**config.mk**
```make
export PLATFORM = sky130hd
export DESIGN_NAME = intdiv_mulacc
export DESIGN_NICKNAME = d
export VERILOG_FILES = /design/src/rtl/intdiv_mulacc.sv
export SDC_FILE = /design/constraint.sdc
export NUM_CORES = 1
export LEC_CHECK = 0
export CAP_MARGIN = 25
export CORE_ASPECT_RATIO = 0.5
export CORE_MARGIN = 5
export CORE_UTILIZATION = 45
export CTS_CLUSTER_DIAMETER = 120
export DETAILED_ROUTE_END_ITERATION = 10
export PLACE_DENSITY_LB_ADDON = 0.12
export SLEW_MARGIN = 20
export SYNTH_ARGS = -nofsm -noshare
export SYNTH_HDL_FRONTEND = slang
export SYNTH_SLANG_ARGS = --single-unit
```
**constraint.sdc**
```tcl
create_clock -name clk -period 4.3 [get_ports clk]
set_input_delay 0.43 -clock clk [delete_from_list [all_inputs] [get_ports clk]]
set_output_delay 0.43 -clock clk [all_outputs]
set_load 0.05 [all_outputs]
```
**src/rtl/intdiv_mulacc.sv**
```systemverilog
// Sequential signed multiply-accumulate p = q*y + r using radix-2 Booth recoding,
// one recoded digit per cycle, with valid/ready handshakes on both sides.
module intdiv_mulacc #(
  parameter int N = 5
) (
  input  logic                  clk,
  input  logic                  rst,
  input  logic                  in_valid,
  output logic                  in_ready,
  input  logic signed [N-1:0]   q,
  input  logic signed [N-1:0]   y,
  input  logic signed [N-1:0]   r,
  output logic                  out_valid,
  input  logic                  out_ready,
  output logic signed [2*N-1:0] p
);

  localparam int CW = $clog2(N);
  localparam logic [CW-1:0] CNT_LAST = CW'(N - 1);

  typedef enum logic [1:0] {IDLE, CALC, DONE} state_t;

  state_t                state_q, state_d;
  logic signed [N:0]     a_q, a_d;
  logic [N-1:0]          qr_q, qr_d;
  logic                  qm1_q, qm1_d;
  logic signed [N:0]     yr_q, yr_d;
  logic signed [N-1:0]   rr_q, rr_d;
  logic [CW-1:0]         cnt_q, cnt_d;
  logic signed [2*N-1:0] p_q, p_d;
  logic signed [N:0]     sum;

  // Booth digit {Qr[0], q_m1}: 01 -> +y, 10 -> -y, else 0
  function automatic logic signed [N:0] booth_add(input logic signed [N:0] acc,
                                                  input logic signed [N:0] yv,
                                                  input logic [1:0]        pair);
    case (pair)
      2'b01:   return acc + yv;
      2'b10:   return acc - yv;
      default: return acc;
    endcase
  endfunction

  always_comb begin
    state_d = state_q;
    a_d     = a_q;
    qr_d    = qr_q;
    qm1_d   = qm1_q;
    yr_d    = yr_q;
    rr_d    = rr_q;
    cnt_d   = cnt_q;
    p_d     = p_q;
    sum     = booth_add(a_q, yr_q, {qr_q[0], qm1_q});
    unique case (state_q)
      IDLE: begin
        if (in_valid) begin
          a_d     = '0;
          qr_d    = q;
          qm1_d   = 1'b0;
          yr_d    = {y[N-1], y};
          rr_d    = r;
          cnt_d   = '0;
          state_d = CALC;
        end
      end
      CALC: begin
        // arithmetic shift of {A, Qr, q_m1} after the add/subtract
        a_d   = {sum[N], sum[N:1]};
        qr_d  = {sum[0], qr_q[N-1:1]};
        qm1_d = qr_q[0];
        cnt_d = cnt_q + 1'b1;
        if (cnt_q == CNT_LAST) begin
          p_d     = {a_d[N-1:0], qr_d} + {{N{rr_q[N-1]}}, rr_q};
          cnt_d   = '0;
          state_d = DONE;
        end
      end
      DONE: begin
        if (out_ready) state_d = IDLE;
      end
      default: state_d = IDLE;
    endcase
  end

  always_ff @(posedge clk) begin
    if (rst) begin
      state_q <= IDLE;
      a_q     <= '0;
      qr_q    <= '0;
      qm1_q   <= 1'b0;
      yr_q    <= '0;
      rr_q    <= '0;
      cnt_q   <= '0;
      p_q     <= '0;
    end else begin
      state_q <= state_d;
      a_q     <= a_d;
      qr_q    <= qr_d;
      qm1_q   <= qm1_d;
      yr_q    <= yr_d;
      rr_q    <= rr_d;
      cnt_q   <= cnt_d;
      p_q     <= p_d;
    end
  end

  assign in_ready  = (state_q == IDLE);
  assign out_valid = (state_q == DONE);
  assign p         = p_q;

endmodule
```
* Word-level counts from Yosys, hierarchy flattened *
Index checks and enable logic that the tools add are counted.
W data, S select, Z words.

storage, ports and cells
  output and inout port bits = 12
  bits in writable memories = 0
  bits in registers = 37
  memories = 0
  bits in read-only memories = 0
  bits in latches = 0
  input port bits = 19
  logic and storage cells = 40

cells by class
  magnitude comparators = 0
  divide/modulo/power cells = 0
  shifts and indexed selects = 0
  mux-type cells = 14
  $add $sub $neg = 4
  bitwise gates (word level) = 0
  $mul = 0
  equality and inequality tests = 8
  reduce and logical (&&, ||, !) cells = 6

operators by type and width
  kind                   number
  $pmux W6 S2            2
  $add A10 B10 Y10       1
  $pmux W5 S2            1
  $add A6 B5 Y6          1
  $mux W2                3
  $mux W3                2
  $mux W6                1
  $pmux W2 S3            1
  $pmux W3 S2            1
  $reduce_and A2 Y1      3
  $sub A6 B5 Y6          1
  $mux W5                1
  $eq A2 B1 Y1 const B   2
  $eq A2 B2 Y1 const B   2
  $ne A2 B2 Y1 const B   2
  $add A3 B1 Y3 const B  1
  $eq A3 B3 Y1 const B   1
  $reduce_and A3 Y1      1
  $logic_not A2 Y1       1
  $ne A2 B1 Y1 const B   1
  $pmux W1 S2            1
  $reduce_bool A2 Y1     1
  $mux W1                1

* Depth between registers and ports, before layout *
  word-level depth = 3
  gate-level depth with buffers = 16
  gate-level depth less buffers = 16

* Worst setup path before layout *
Ideal clock, no wire load.

  kind = reg-to-reg
  start = reg yr_q[0]
  end = reg p_q[9], in the netlist p[9]
  path slack = 0.645 ns
  arrival = 3.559 ns
  stages on the path, launching flop included = 16
  required time = 4.205 ns
  library setup time = 0.095 ns
  buffers on the path = 0
  period minus slack after synthesis = 3.655 ns
  cells stage by stage = dfxtp_1 -> inv_1 -> ha_1 -> mux2_2 -> fa_1 -> nor2b_1 -> o21ai_0 -> nor3b_1 -> o31ai_1 -> ha_1 -> a21o_1 -> or4_1 -> o221ai_1 -> o31ai_1 -> or3_1 -> o311ai_1

on the way
  word-level cells in the longest chain between the ends = 3
  elaborated cells on any way between the ends = 4
  those cells by class = add/sub (3); mux (1)

RTL lines
  what                                            line    source
  start: declaration                              27      logic signed [N:0] yr_q, yr_d;
  start signal: assignment                        100     yr_q <= yr_d;
  $sub A6 B5 Y6 or $add A6 B5 Y6 (tied branches)  39, 38
  $pmux W6 S2 *                                   37      case (pair)
  $add A10 B10 Y10 *                              73      p_d = {a_d[N-1:0], qr_d} + {{N{rr_q[N-1]}}, rr_q};
  end signal: assignment                          103     p_q <= p_d;
  end: declaration                                30      logic signed [2*N-1:0] p_q, p_d;

Every way passes the cells marked *; elsewhere a longest branch is shown, timed or not.
A chain may end at the register's enable or synchronous reset.

* Final worst setup path *
Same ends and word-level chain as after synthesis.

==> flow_summary.yaml <==
setup_path:
  crit_type: "reg -> reg"
  cp_max_fo: 5
  setup.reg_to_reg.worst_slack_ps: 340
  endpoint: "p[9]"
  cp_cell_sequence: "inv_1 -> ha_1 -> mux2_2 -> fa_1 -> nor2b_1 -> o21ai_0 -> nor3b_1 -> o31ai_2 -> ha_1 -> a21o_1 -> or4_1 -> o221ai_1 -> o31ai_1 -> or3_1 -> o311ai_1"
  cpLargestDelayFamily: "compound AO/OA/AOI/OAI gates"
  crit_path_start_kind: "flip-flop"
  worst-endpoint-arrival_ps: 4150
  slowest_stage: "fa_1"
  crit_path_end_kind: "flip-flop"
  cpPeakStageDelay_ps: 430
  startpoint: "yr_q[0]"
  rr_startpoint: "yr_q[0]"
  cp_common_cell: "ha_1"
  crit_required_ps: 4490
  crit_buf_inv: 1
  r2r-end: "p[9]"
  worst-r2r-cell-count: 15
  crit_cells: 15
sta:
  period_share_pct: 92.0
  clock_skew_ps: 10.8
  tightest_slew_ps: 675
  slew_viol_final: 0
  post-route-min-period_ps: 3960
  hold_slack_ps: 458
  finalSetupViolations: 0
  slew_headroom_pct: 54.9
  hold_viol_final: 0
  setup_tns_ps: 0
  rsz0062_at_grt: "false"
  fmax_ghz: 0.253
finish:
  n_antenna_cell: 0
  synthToLayoutAreaGrowth_pct: 20.9
  final_cells: 366
  drive_above_1_share_pct: 5.00
  final_nets: 338
die:
  start_util_pct: 47.7
  io_pins: 31
  die_area_sq_mm: 0.00635
  die_h_um: 58.9
  die_x_um: 108
  rows: 17
  coreArea_sq_mm: 0.00451
clocking:
  insertion_delay_ps: 300
  cts_buffers: 5
  numClockSinks: 36
  cts_setup_buffers: 0
  cts_hold_buf: 0
  cts.path.max_buffers: 2
  tritoncts: "done"
  ctsResizeCount: 0
  path_clk_slew_ps: 80
  cts_max_level: 2
  cts_root_buf: "clkbuf_8"
yosys:
  synth_top_family_by_area: "simple AND/OR/NAND/NOR gates"
  syn_area_sq_mm: 0.00215
  synth_ff_type: "dfxtp_1"
  synth_top_area_share_pct: 33.5
  synth_mux_area_share_pct: 1.45
  synth_enable_flop_cells: 0
  ys_seq_area_share_pct: 33.5
  yosys-top-cells-area: "dfxtp_1 33%, ha_1 10%, a21oi_1 8.4%, nand2_1 8.2%, nor2_1 3.1%"
  synth_adder_area_share_pct: 12.3
  yosys.area.top_type: "dfxtp_1"
  synth.most_common_cell: "nand2_1"
  synth-simple-area-share_pct: 23.1
  yosysUniqueCellTypes: 41
  ys_ff_latch: 36
  syn-num-nets: 311
  synth-xor-area-share_pct: 3.66
  synth_compound_area_share_pct: 20.5
  async_reset_ff_share_pct: 0
  ys.warnings.count: 0
  synth_common_cells: "47 x nand2_1, 36 x a21oi_1, 36 x dfxtp_1"
  avgSynthCellArea_sq_um: 7.91
  post_synth_inst_count: 272
drt:
  drcViolationCount: 0
  avgViaCountPerCell: 5.30
  drt_iter0_markers: 119
  antenna_left: 0
  vias: 1939
  avgRoutedWirePerCell_um: 13.7
  drt-pass1-iter-count: 4
  routed_wl_mm: 5.02
power:
  p_total_mw: 0.848
  pwr_density_cell_mw_per_mm2: 326
  peakVddDrop_mv: 0.143
  leakagePower_nw: 1.01
place:
  place_hpwl_mm: 3.70
  dp.cells: 358
  portBuffers: 30
  gp_congestion: 0.805
hold_path:
  hold_class: "reg -> reg"
grt:
  antenna_found_initial: 0
  grt_util_all_layers_pct: 16.6
  grt-ovfl-total: 0
  grt_pass1_wl_mm: 8.40
  first_global_vias: 1793
  grt_max_degree: 24
flow_run:
  maxCapViolCount: 0
outcome:
  status: "finished, final reports clean"
sequential cells by signal, indices dropped and copies added (netlist names):
register,count
qr_q,5
qm1_q,1
rr_q,5
state_q,2
cnt_q,3
a_q,5
p,10
yr_q,5
layer usage:
metal	GRT usage, %	vias up	share of wire (%)
li1	-	1006	-
met1	23.8	893	52
met2	24.8	33	44
met5	0	-	0
met3	4.38	7	4.1
met4	3.78	0	0.74
tightest hold or removal path, delay by kind of cell, from the launching register on:
kind	cells	cell delay, ps
compound gates	1	50
flops	1	310
simple gates	1	50
cell families (layout without fill, tap and decap cells):
| group | count (synthesis) | after routing |
|---|---|---|
| buffers and inverters | 26 | 54 |
| AO/OA/AOI/OAI | 71 | 71 |
| flip-flops | 36 | 36 |
| multiplexers | 3 | 3 |
| adder cells (fa/ha/maj) | 20 | 20 |
| XOR/XNOR | 9 | 9 |
| AND/OR/NAND/NOR | 107 | 107 |
per-stage QoR:
stage / worst slack (ps) / area (sq um) / utilization [%]
2_1_floorplan: 645 / 2150 / -
3_3_place_gp: 474 / 2490 / 55.1
3_5_place_dp: 321 / 2490 / 55.1
4_1_cts: 284 / 2600 / 57.6
5_1_grt: 43.2 / 2600 / 57.7
6_report: 344 / 2600 / 57.7
power by group:
part           switching (mW)  total, mW  internal [mW]
Sequential             0.0131      0.359          0.346
Combinational           0.102      0.185         0.0829
Clock                   0.132      0.304          0.172
layout make-up:
type	instances	area, sq um
fillers	431	1910
multi-input cells	210	1320
repair buffers	32	315
clock inverters	3	42.5
well taps	66	82.6
flip-flops and latches	36	721
clock buffers	5	68.8
inverters	14	52.6
worst min-delay path by stage:
stage / start / to / slack (ps) / cells past startpoint
after global placement: p[5] / p[5] / 440 / 2
after CTS: p[5] / p[5] / 460 / 2
final: p[5] / p[5] / 460 / 2
after global routing: rr_q[3] / rr_q[3] / 480 / 2
after floorplan: rr_q[0] / rr_q[0] / 440 / 2
after detailed placement: p[5] / p[5] / 450 / 2
cells in the final DEF, fill, tap and decap left out, drive strengths merged, types with 2 or more instances in the layout:
| cell | instances |
|---|---|
| o31ai | 5 |
| buf | 2 |
| nand3b | 4 |
| xnor2 | 7 |
| nand3 | 10 |
| nor2 | 18 |
| dfxtp | 36 |
| o21ai | 6 |
| or3 | 3 |
| a21oi | 36 |
| inv | 14 |
| nand2b | 2 |
| mux2i | 2 |
| nor2b | 6 |
| a21o | 4 |
| xor2 | 2 |
| nor3 | 8 |
| fa | 2 |
| o211ai | 4 |
| a22oi | 5 |
| clkdlybuf4s50 | 30 |
| or4 | 2 |
| nand2 | 47 |
| and2 | 3 |
| clkbuf | 5 |
| ha | 18 |
| o21a | 3 |
| nor3b | 2 |
(Power assumes the default switching activity.)
